## src/rtl/bicubic_window_scheduler.sv

```systemverilog
// Bicubic window scheduler: fetches 4-row column slices from the line buffer,
// assembles edge-clamped 4x4 windows, replays each row group once per vertical
// phase and hands windows to the upsample datapath through a 2-entry FIFO.
module bicubic_window_scheduler #(
  parameter int unsigned CHANNEL_WIDTH = 8,
  parameter int unsigned BLOCK_SIZE    = 960,
  parameter int unsigned SRC_HEIGHT    = 540,
  localparam int unsigned GW  = (SRC_HEIGHT > 1) ? $clog2(SRC_HEIGHT) : 1,
  localparam int unsigned CAW = (BLOCK_SIZE > 1) ? $clog2(BLOCK_SIZE) : 1
) (
  input  logic                       clk,
  input  logic                       rst,
  input  logic                       start,
  output logic                       busy,
  output logic                       frame_done,
  input  logic                       lb_row_valid,
  output logic [GW-1:0]              lb_row_group,
  output logic                       lb_row_release,
  output logic                       lb_rd_en,
  output logic [CAW-1:0]             lb_rd_col,
  input  logic [4*CHANNEL_WIDTH-1:0] lb_rd_data,
  output logic                       win_valid,
  input  logic                       win_ready,
  output logic [16*CHANNEL_WIDTH-1:0] win_data,
  output logic [1:0]                 win_phase,
  output logic                       win_last_col,
  output logic                       win_last_row
);

  localparam int unsigned JW = $clog2(BLOCK_SIZE + 4) + 1;
  localparam int unsigned SW = 4 * CHANNEL_WIDTH;
  localparam int unsigned WW = 16 * CHANNEL_WIDTH;
  localparam logic [JW-1:0] LastJ     = JW'(BLOCK_SIZE + 3);
  localparam logic [GW-1:0] LastGroup = GW'(SRC_HEIGHT - 1);

  typedef enum logic [2:0] {StIdle, StWaitRow, StRun, StDrain, StAdv} state_e;

  state_e        state_q, state_d;
  logic [GW-1:0] group_q, group_d;
  logic [1:0]    phase_q, phase_d;
  logic [JW-1:0] rd_j_q, rd_j_d;        // index of the next read in this pass
  logic          rd_pend_q;             // a read was issued last cycle
  logic [JW-1:0] rd_pend_j_q;           // index of that read

  // Three most recent slices, [0] oldest; the returning slice forms column 3.
  logic [SW-1:0] slice_q [3];

  logic [WW-1:0] fifo_data_q  [2];
  logic [1:0]    fifo_phase_q [2];
  logic          fifo_lc_q    [2];
  logic          fifo_lr_q    [2];
  logic          fifo_wr_q, fifo_rd_q;
  logic [1:0]    fifo_cnt_q;

  logic          push, pop, issue;
  logic [2:0]    occ;
  logic [WW-1:0] win_new;

  // Handshake and read-issue bookkeeping
  assign win_valid = (fifo_cnt_q != 2'd0);
  assign pop       = win_valid & win_ready;
  assign occ       = {1'b0, fifo_cnt_q} - {2'b00, pop} + {2'b00, rd_pend_q};
  assign issue     = (state_q == StRun) && (occ < 3'd2);
  assign push      = rd_pend_q && (rd_pend_j_q >= JW'(3));

  assign lb_rd_en     = issue;
  assign busy         = (state_q != StIdle);
  assign lb_row_group = group_q;

  // Column address clamped to the row edges
  always_comb begin
    lb_rd_col = '0;
    if (rd_j_q < JW'(2)) begin
      lb_rd_col = '0;
    end else if ((rd_j_q - JW'(2)) >= JW'(BLOCK_SIZE)) begin
      lb_rd_col = CAW'(BLOCK_SIZE - 1);
    end else begin
      lb_rd_col = CAW'(rd_j_q - JW'(2));
    end
  end

  // Assemble the window completed by the returning slice
  always_comb begin
    win_new = '0;
    for (int r = 0; r < 4; r++) begin
      for (int c = 0; c < 3; c++) begin
        win_new[(4*r+c)*CHANNEL_WIDTH +: CHANNEL_WIDTH] =
          slice_q[c][r*CHANNEL_WIDTH +: CHANNEL_WIDTH];
      end
      win_new[(4*r+3)*CHANNEL_WIDTH +: CHANNEL_WIDTH] =
        lb_rd_data[r*CHANNEL_WIDTH +: CHANNEL_WIDTH];
    end
  end

  // FIFO head drives the window outputs; zero while empty
  always_comb begin
    win_data     = '0;
    win_phase    = '0;
    win_last_col = 1'b0;
    win_last_row = 1'b0;
    if (win_valid) begin
      win_data     = fifo_data_q[fifo_rd_q];
      win_phase    = fifo_phase_q[fifo_rd_q];
      win_last_col = fifo_lc_q[fifo_rd_q];
      win_last_row = fifo_lr_q[fifo_rd_q];
    end
  end

  // Next-state logic for pass sequencing, phase replay and group release
  always_comb begin
    state_d        = state_q;
    group_d        = group_q;
    phase_d        = phase_q;
    rd_j_d         = rd_j_q;
    lb_row_release = 1'b0;
    frame_done     = 1'b0;
    unique case (state_q)
      StIdle: begin
        if (start) begin
          state_d = StWaitRow;
          group_d = '0;
          phase_d = 2'd0;
        end
      end
      StWaitRow: begin
        rd_j_d = '0;
        if (lb_row_valid) state_d = StRun;
      end
      StRun: begin
        if (issue) begin
          rd_j_d = rd_j_q + JW'(1);
          if (rd_j_q == LastJ) state_d = StDrain;
        end
      end
      StDrain: begin
        if ((fifo_cnt_q == 2'd0) && !rd_pend_q) state_d = StAdv;
      end
      StAdv: begin
        if (phase_q != 2'd3) begin
          phase_d = phase_q + 2'd1;
          state_d = StWaitRow;
        end else begin
          lb_row_release = 1'b1;
          if (group_q == LastGroup) begin
            frame_done = 1'b1;
            state_d    = StIdle;
          end else begin
            group_d = group_q + GW'(1);
            phase_d = 2'd0;
            state_d = StWaitRow;
          end
        end
      end
      default: state_d = StIdle;
    endcase
  end

  // Control state registers
  always_ff @(posedge clk) begin
    if (rst) begin
      state_q     <= StIdle;
      group_q     <= '0;
      phase_q     <= 2'd0;
      rd_j_q      <= '0;
      rd_pend_q   <= 1'b0;
      rd_pend_j_q <= '0;
    end else begin
      state_q     <= state_d;
      group_q     <= group_d;
      phase_q     <= phase_d;
      rd_j_q      <= rd_j_d;
      rd_pend_q   <= issue;
      rd_pend_j_q <= rd_j_q;
    end
  end

  // Column shift register: returning slices enter at the newest position
  always_ff @(posedge clk) begin
    if (rst) begin
      for (int i = 0; i < 3; i++) slice_q[i] <= '0;
    end else if (rd_pend_q) begin
      slice_q[0] <= slice_q[1];
      slice_q[1] <= slice_q[2];
      slice_q[2] <= lb_rd_data;
    end
  end

  // Two-entry window FIFO; the issue rule keeps it from overflowing
  always_ff @(posedge clk) begin
    if (rst) begin
      fifo_wr_q  <= 1'b0;
      fifo_rd_q  <= 1'b0;
      fifo_cnt_q <= 2'd0;
      for (int i = 0; i < 2; i++) begin
        fifo_data_q[i]  <= '0;
        fifo_phase_q[i] <= 2'd0;
        fifo_lc_q[i]    <= 1'b0;
        fifo_lr_q[i]    <= 1'b0;
      end
    end else begin
      if (push) begin
        fifo_data_q[fifo_wr_q]  <= win_new;
        fifo_phase_q[fifo_wr_q] <= phase_q;
        fifo_lc_q[fifo_wr_q]    <= (rd_pend_j_q == LastJ);
        fifo_lr_q[fifo_wr_q]    <= (group_q == LastGroup) && (phase_q == 2'd3);
        fifo_wr_q               <= ~fifo_wr_q;
      end
      if (pop) fifo_rd_q <= ~fifo_rd_q;
      fifo_cnt_q <= fifo_cnt_q + {1'b0, push} - {1'b0, pop};
    end
  end

endmodule

```

## config.mk

```make
export PLATFORM = sky130hd
export DESIGN_NAME = bicubic_window_scheduler
export DESIGN_NICKNAME = d
export VERILOG_FILES = /design/src/rtl/bicubic_window_scheduler.sv
export SDC_FILE = /design/constraint.sdc
export NUM_CORES = 1
export LEC_CHECK = 0
export BUFFER_PORTS_ARGS = -buffer_cell sky130_fd_sc_hd__buf_2
export CORE_MARGIN = 2
export CORE_UTILIZATION = 57
export DETAILED_ROUTE_END_ITERATION = 8
export PLACE_DENSITY = 0.75
export RECOVER_POWER = 25
export SYNTH_ARGS = -nofsm -noshare
export SYNTH_HDL_FRONTEND = slang
export SYNTH_SLANG_ARGS = --single-unit
```

## constraint.sdc

```tcl
create_clock -name clk -period 28.1 [get_ports clk]
set_input_delay 1.405 -clock clk [delete_from_list [all_inputs] [get_ports clk]]
set_output_delay 1.405 -clock clk [all_outputs]
set_load 0.05 [all_outputs]
```

# After elaboration in Yosys (flattened, before gate mapping)
# Memory sizes are Yosys's and may differ from the RTL's. A register that Yosys moved wholly into a read port is not among the register bits.
# Index checks and enable logic that the tools add are counted.
[op_classes]
n_addsub = 8
n_eq_ne = 17
shift = 0
n_bitwise = 6
reduce_logical = 19
magnitude_cmp = 4
div = 0
n_mux = 60
mul = 0
[ops]
columns = ["operator", "count"]
rows = [
  ["$mux 128", 2],
  ["$reduce_or 128->1", 1],
  ["$mux 32", 3],
  ["$mux 10", 5],
  ["$mux 1", 35],
  ["$eq 11x10->1 const B", 2],
  ["$pmux 11 s2", 1],
  ["$pmux 10 s2", 1],
  ["$mux 3", 5],
  ["$pmux 3 s5", 1],
  ["$ne 2x2->1 const B", 7],
  ["$add 11x1->11 const B", 1],
  ["$ge 11x10->1 const B", 1],
  ["$ge 11x2->1 const B", 1],
  ["$lt 11x2->1 const B", 1],
  ["$mux 11", 1],
  ["$sub 11x2->11 const B", 1],
  ["$add 10x1->10 const B", 1],
  ["$eq 10x10->1 const B", 1],
  ["$mux 2", 5],
  ["$eq 3x2->1 const B", 2],
  ["$reduce_bool 2->1", 3],
  ["$reduce_and 5->1", 1],
  ["$logic_and 1x1->1", 4],
  ["other kinds (24)", 28],
]
[word_totals]
output_inout_bits = 157
mem_bits_rw = 360
romBits = 0
regBits = 42
memories = 5
input_bits = 37
latch_bits = 0
[memory_table]
columns = ["name", "depth", "word_bits", "rd", "rd_clocked_by_memory_dff", "write_ports", "line_no", "source"]
rows = [
  ["fifo_data_q", 2, 128, 1, 1, 2, "48", "logic [WW-1:0] fifo_data_q [2];"],
  ["slice_q", 3, 32, 3, 0, 3, "46", "logic [SW-1:0] slice_q [3];"],
  ["fifo_phase_q", 2, 2, 1, 1, 2, "49", "logic [1:0] fifo_phase_q [2];"],
  ["fifo_lc_q", 2, 1, 1, 1, 2, "50", "logic fifo_lc_q [2];"],
  ["fifo_lr_q", 2, 1, 1, 1, 2, "51", "logic fifo_lr_q [2];"],
]

# Depth between registers and ports, before layout
# Gate-level depths: netlist (run 1).
[depth]
word_depth = 8
ltp_mapped = 12
ltp_nobuf = 10

# Worst setup path before layout (run 1)
# Ideal clock, no wire load.
[synth_timing]
kind = "register -> register"
startpoint = "register rd_pend_j_q[2]"
endpoint = "memory fifo_data_q[0][0] (netlist name), enable pin"
slack_ns = 17.428
required_time_ns = 27.294
setup_ns = 0.806
path_stages_with_launch = 4
arrival_ns = 9.867
path_cell_list = "dfxtp_1 -> and3b_1 -> o41ai_1 -> o21ai_0"
[synth_lines]
columns = ["element", "line_no", "source"]
rows = [
  ["from (decl)", "43", "logic [JW-1:0] rd_pend_j_q;"],
  ["from (signal assigned)", "173", "rd_pend_j_q <= rd_j_q;"],
  ["to (decl)", "48", ""],
]

==> flow_metrics.py, run 1 <==
metrics = {
    "worst_hold_path": {
        "hold_start": "phase_q[1]",
        "whs_endpoint": "phase_q[1]",
        "min_path_cells": 2,
        "hp-class": "register to register",
    },
    "routing": {
        "drt_iter0_markers": 722,
        "ant_nets": 0,
        "num_vias": 10600,
        "viasPerCell": 5.42,
        "first_pass_iters": 5,
        "remaining_drc_errors": 0,
        "wl_um": 34400,
        "routedWlPerCell_um": 17.6,
    },
    "sta": {
        "hold_violations": 0,
        "slew_headroom_pct": -440,
        "finalCritPeriodShare_pct": 30.8,
        "whs_ps": 494,
        "rsz0062_at_grt": "no",
        "worst_pin_slew_ps": 8110,
        "setup_violations": 0,
        "fmax_mhz": 116,
        "layout_min_cycle_time_ps": 8650,
        "drv_slew": 374,
        "clock_skew_ps": 19.6,
        "fin_setup_tns_ps": 0,
    },
    "yosys": {
        "syn-cell-area_um2": 17800,
        "synth-edff-count": 360,
        "synthArstFlopShare_pct": 0,
        "synthesis.nets": 1407,
        "seq_area_frac_synth_pct": 65.6,
        "yosys_register_bits": 403,
        "synth_ff_type": "edfxtp_1",
        "synth.distinct_cells": 57,
        "synth_warnings": 0,
        "synth_area_per_cell_um2": 13.1,
        "synthCells": 1360,
    },
    "worst_setup_path": {
        "path_max_fanout": 132,
        "rrSetupSlack_ps": 20860,
        "r2r_cells": 4,
        "worstReg2RegEnd": "fifo_data_q[0][68]",
        "path_delay_family": "buffers and inverters",
        "crit_slowest_cell": "clkbuf_1",
        "cpMostUsedCell": "clkbuf_1",
        "cp.arrival_ps": 8530,
        "cp-start-kind": "primary input",
        "cp-end-kind": "register",
        "cp-startpoint": "rst",
        "r2r_start": "rd_pend_j_q[2]",
        "worst-path-buf-inv": 3,
        "criticalPathCategory": "primary input to register",
        "crit_chain": "clkbuf_1 -> inv_1 -> o21ai_4 -> clkbuf_1",
        "cp.required_ps": 27980,
        "critical-path-max-stage-delay_ps": 5600,
    },
    "clock_tree": {
        "insertion_delay_ps": 530,
        "post_cts_buffers": 0,
        "clk_pin_slew_ps": 60,
        "cts_buffers": 42,
        "cts_hold_buffers": 0,
        "clk_path_buf_depth": 3,
        "cts_resized": 0,
        "clockRootBuffer": "clkbuf_16",
        "cts.sinks": 403,
        "htreeDepth": 2,
        "cts_tree": "built",
    },
    "placement": {
        "io_buffers": 193,
        "hpwl_um": 19300,
        "placed_cells": 1872,
        "place_congestion": 0.822,
    },
    "pwr": {
        "leakagePower_nw": 7.66,
        "ir_worst_vdd_v": 0.0000527,
        "power_density_nw_per_um2": 85.6,
        "total_power_mw": 1.73,
    },
    "job": {
        "maxCapViolations": 4,
    },
    "layout": {
        "area_growth_pct": 13.7,
        "fillers": 2261,
        "drive_above_1_share_pct": 18.1,
        "num_antenna_cells": 0,
        "final_cell_count_no_fill": 1947,
        "fin_nets": 1567,
    },
    "grt": {
        "antenna_found_initial": 0,
        "grt_max_degree": 133,
        "grt_overflow_total": 0,
        "grt_pass1_vias": 10500,
        "grt_usage_pct": 21.1,
        "grt_pass1_wl_um": 55400,
    },
    "outcome": {
        "outcome": "finished, violations left",
        "violations": "capacitance limit, slew limit",
    },
    "floorplan": {
        "fp-row-count": 64,
        "die_h_um": 181,
        "coreArea_um2": 30700,
        "start_util_pct": 58.0,
        "die_w_um": 181,
        "pin_count": 194,
        "die_area_um2": 32700,
    },
}
==> cell usage after synthesis, drive strengths merged, types with 10 or more instances <==
| library cell | count | area, um2 |
|---|---|---|
| dfxtp | 43 | 861 |
| and2 | 357 | 2260 |
| o21ai | 11 | 55.1 |
| inv | 17 | 63.8 |
| mux2i | 133 | 1330 |
| nand2 | 21 | 78.8 |
| edfxtp | 360 | 10800 |
| a21oi | 20 | 100 |
| nor2b | 12 | 75.1 |
| or3 | 12 | 75.1 |
| or4 | 12 | 93.8 |
| nor2 | 162 | 608 |
| buf | 29 | 274 |
| clkbuf | 59 | 221 |
| nand3 | 10 | 50.1 |
==> power by group <==
group / leakage [nW] / total, mW / switching (mW) / internal (mW)
clock: 0.689 / 0.551 / 0.223 / 0.328
sequential: 4.07 / 0.717 / 0.0285 / 0.689
combinational: 2.91 / 0.463 / 0.348 / 0.115
total: 7.66 / 1.73 / 0.600 / 1.13
==> registers in the layout, summed over array words and instances, names as in the netlist, named ones only <==
register      flops
fifo_data_q     256
fifo_lr_q         2
fifo_cnt_q        2
fifo_wr_q         1
phase_q           2
rd_pend_q         1
fifo_rd_q         1
lb_row_group     10
fifo_lc_q         2
slice_q          96
state_q           3
rd_pend_j_q      11
rd_j_q           11
fifo_phase_q      4
==> how the worst max path moves through the flow <==
| stage | endpoint | cells past startpoint |
|---|---|---|
| 2_1_floorplan | fifo_data_q[0][0] | 3 |
| 4_1_cts | lb_rd_en | 9 |
| 3_5_place_dp | fifo_data_q[1][124] | 6 |
| 5_1_grt | fifo_data_q[0][77] | 4 |
| 3_3_place_gp | fifo_data_q[1][126] | 6 |
| 6_report | fifo_data_q[0][68] | 4 |
==> cells by family after synthesis <==
kind of cell,after synthesis,synth area share [%]
simple gates,631,20.0
xor+xnor,13,0.640
buf+inv,105,3.14
mux,135,7.61
fa+ha+maj,10,0.745
flops,403,65.6
compound gates,63,2.31
==> final cells by class <==
class / instances / area, um2 / share of cell area (%)
timing repair buffer: 204 / 1020 / 5.05
clock buffer: 53 / 1150 / 5.70
sequential: 403 / 11700 / 57.7
inverter: 17 / 63.8 / 0.315
multi-input combinational: 852 / 5600 / 27.7
tap: 396 / 495 / 2.45
clock inverter: 22 / 220 / 1.09
==> routing by layer <==
metal	share of wire, %	vias to the layer above	GRT usage (%)	wire, um
met3	5.5	55	3.51	1890
met2	48	299	35.8	16600
li1	-	5079	-	-
met5	0	-	0	0
met4	2.2	0	5.35	741
met1	44	5118	28.5	15200
==> placed cells by master (no fill, tap or decap), types with 3 or more instances in the layout <==
master,Yosys,routed
buf_2,0,181
a41oi_1,3,3
ha_1,9,9
nor3b_1,5,5
dfxtp_1,43,42
nand4_1,6,6
edfxtp_1,360,360
a21oi_1,20,20
nor4_1,6,6
and2_4,9,9
mux2i_1,133,133
bufinv_16,0,4
clkbuf_16,0,43
o31ai_1,7,7
nor2b_1,12,11
clkinv_1,0,3
nor3_1,9,9
or4_1,11,11
nor2_1,162,161
o21ai_0,10,10
clkbuf_8,0,4
nand3_1,10,10
buf_4,0,8
inv_1,17,17
clkinv_2,0,12
or3_1,12,12
xnor2_1,8,8
clkbuf_1,59,21
a31oi_1,4,4
and2_0,0,60
xor2_1,5,5
o31a_1,3,3
and2_1,348,288
nand2_1,21,20
and3_1,4,4
==> worst reg2reg max path, stage by stage, from the launching register on <==
cell      delay (ps)
dfxtp_1          310
and3b_1          230
o41ai_1          180
o21ai_4          160
clkbuf_1        5600
==> per-stage QoR <==
step	utilization [%]	cell area [um2]	setup slack, ps
after floorplan	-	17800	17430
after global placement	61.6	18900	23080
after detailed placement	61.6	18900	23010
after CTS	66.1	20300	22980
after global routing	66.0	20200	18700
final	66.0	20200	19450
Note: power is estimated with default switching activity, not from simulation.
==> run 2, diff against run 1 <==
--- a/config.mk
+++ b/config.mk
@@ -7,9 +7,9 @@
 export LEC_CHECK = 0
 export BUFFER_PORTS_ARGS = -buffer_cell sky130_fd_sc_hd__buf_2
 export CORE_MARGIN = 2
-export CORE_UTILIZATION = 57
+export CORE_UTILIZATION = 53
 export DETAILED_ROUTE_END_ITERATION = 8
-export PLACE_DENSITY = 0.75
+export PLACE_DENSITY = 0.73
 export RECOVER_POWER = 25
 export SYNTH_ARGS = -nofsm -noshare
 export SYNTH_HDL_FRONTEND = slang
==> constraint.sdc (replaced) <==
create_clock -name clk -period 7.75 [get_ports clk]
set_input_delay 0.3875 -clock clk [delete_from_list [all_inputs] [get_ports clk]]
set_output_delay 0.3875 -clock clk [all_outputs]
set_load 0.05 [all_outputs]
==> run 2 against run 1 <==
Worst setup slack got worse by 17000 ps. Critical endpoint is now lb_rd_en. Flip-flop and latch count unchanged. Critical path depth increased by 5. Wire length increased by 1.3%. Clock power increased to 3.4 times the previous value. Highest routed layer unchanged. Die area increased by 7.4%. The flow still finishes with violations (capacitance limit, slew limit). Non-clock buffer count increased by 1.
==> flow_metrics.py, run 2 (synthesis results as in run 1) <==
metrics = {
    "sta": {
        "layout_min_cycle_time_ps": 5240,
        "fmax_mhz": 191,
        "slew_headroom_pct": -65.2,
        "clock_skew_ps": 14.8,
        "worst_pin_slew_ps": 2480,
        "rsz0062_at_grt": "no",
        "finalCritPeriodShare_pct": 67.6,
        "drv_slew": 82,
        "hold_violations": 0,
        "setup_violations": 0,
        "fin_setup_tns_ps": 0,
    },
    "placement": {
        "place_congestion": 0.825,
        "placed_cells": 1924,
        "hpwl_um": 19600,
        "io_buffers": 193,
    },
    "routing": {
        "drt_iter0_markers": 754,
        "wl_um": 34800,
        "ant_nets": 0,
        "num_vias": 10500,
        "first_pass_iters": 5,
        "routedWlPerCell_um": 17.4,
        "remaining_drc_errors": 0,
        "viasPerCell": 5.24,
    },
    "clock_tree": {
        "cts_hold_buffers": 0,
        "clk_pin_slew_ps": 60,
        "cts.sinks": 403,
        "cts_resized": 0,
        "insertion_delay_ps": 540,
        "cts_buffers": 42,
        "clk_path_buf_depth": 3,
        "htreeDepth": 2,
        "cts_tree": "built",
        "post_cts_buffers": 0,
        "clockRootBuffer": "clkbuf_16",
    },
    "floorplan": {
        "pin_count": 194,
        "coreArea_um2": 33300,
        "die_area_um2": 35100,
        "die_w_um": 187,
        "start_util_pct": 53.5,
        "die_h_um": 187,
        "fp-row-count": 67,
    },
    "outcome": {
        "violations": "capacitance limit, slew limit",
        "outcome": "finished, violations left",
    },
    "pwr": {
        "switching_share_pct": 35.4,
        "comb_power_share_pct": 27.3,
        "total_power_mw": 6.10,
        "pwr-share-seq_pct": 42.3,
        "leakagePower_nw": 7.61,
        "p_clk_share_pct": 30.4,
        "ir_worst_vdd_v": 0.000203,
        "power_density_nw_per_um2": 302,
        "p_int_mw": 3.94,
        "power_switching_mw": 2.16,
    },
    "layout": {
        "multi_input_area_um2": 5590,
        "final_cell_count_no_fill": 2001,
        "largest_reg_flops": 256,
        "fin_nets": 1568,
        "reg_top3": "fifo_data_q (256), slice_q (96)",
        "num_antenna_cells": 0,
        "drive_above_1_share_pct": 17.6,
        "seqCellArea_um2": 11700,
        "final_common_cell": "edfxtp_1",
        "fillers": 2616,
        "top_register": "fifo_data_q",
        "area_growth_pct": 13.5,
        "final_cell_mix": "edfxtp_1 (360), and2_1 (294), buf_2 (182)",
    },
    "worst_setup_path": {
        "criticalPathCategory": "register to output pin",
        "path_delay_family": "buffers and inverters",
        "worst-path-buf-inv": 3,
        "cp-start-kind": "register",
        "cp.arrival_ps": 4850,
        "critical-path-max-stage-delay_ps": 1750,
        "cp.required_ps": 7360,
        "crit_slowest_cell": "clkbuf_1",
        "cp-end-kind": "output pin",
        "crit_chain": "nor2_4 -> clkbuf_1 -> inv_1 -> and2_0 -> ha_1 -> nor2b_1 -> fa_1 -> nor3_1 -> buf_2",
        "path_max_fanout": 57,
    },
    "grt": {
        "grt_pass1_wl_um": 55800,
        "grt_usage_pct": 20.0,
        "grt_max_degree": 101,
        "grt_overflow_total": 0,
        "grt_pass1_vias": 10600,
        "antenna_found_initial": 1,
    },
    "worst_hold_path": {
        "hp-class": "primary input to register",
    },
    "job": {
        "maxCapViolations": 2,
    },
}
## run 2: cell types whose count changed in the layout (fill, tap and decap cells not counted), moves of 2 or more
cell / delta
bufinv_16: -3
and2_1: +6
clkbuf_8: -4
buf_4: +2
clkinvlp_4: +2
and2_0: -6
clkinv_2: -4
clkinv_1: +7
## run 2: final timing paths
path	end	start	cells after the start	slack (ps)
worst max-delay path	lb_rd_en	fifo_cnt_q[1]	9	2510
worst min-delay path	fifo_data_q[1][120]	lb_rd_data[24]	2	150
worst max register to register	rd_j_q[10]	fifo_cnt_q[1]	11	2530
worst min register to register	phase_q[1]	phase_q[1]	2	490
## run 2: final cells by class
| class | instances | share of cell area, % |
|---|---|---|
| Clock inverter | 23 | 0.750 |
| Clock buffer | 53 | 5.51 |
| Timing Repair Buffer | 205 | 5.13 |
| Inverter | 17 | 0.316 |
| Sequential cell | 403 | 57.8 |
| Multi-Input combinational cell | 852 | 27.7 |
| Tap cell | 448 | 2.78 |
## run 2: power groups by stage
stage,clock network [mW],registers (mW),logic [mW]
3_3_place_gp,0,2.62,1.67
2_1_floorplan,0,2.58,1.32
4_1_cts,1.90,2.58,1.68
3_5_place_dp,0,2.63,1.68
6_report,1.85,2.58,1.67
5_1_grt,1.99,2.60,1.77
## run 2: per-layer routing
| layer | up-vias | share of wire [%] | global-route usage [%] | wire length (um) |
|---|---|---|---|---|
| li1 | 5089 | - | - | - |
| met1 | 5084 | 45 | 27.0 | 15600 |
| met2 | 272 | 48 | 33.5 | 16700 |
| met3 | 47 | 5.2 | 3.34 | 1810 |
| met4 | 0 | 2.0 | 5.74 | 706 |
| met5 | - | 0 | 0 | 0 |
## run 2: stage by stage
| step | area [um2] | setup slack [ps] | hold slack (ps) | util (%) |
|---|---|---|---|---|
| floorplan | 17800 | 642 | 450 | - |
| global placement | 19000 | 3740 | 469 | 56.9 |
| detailed placement | 19000 | 3680 | 484 | 56.9 |
| CTS | 20200 | 3900 | 128 | 60.7 |
| global route | 20200 | 1930 | 128 | 60.7 |
| finish | 20200 | 2510 | 151 | 60.7 |
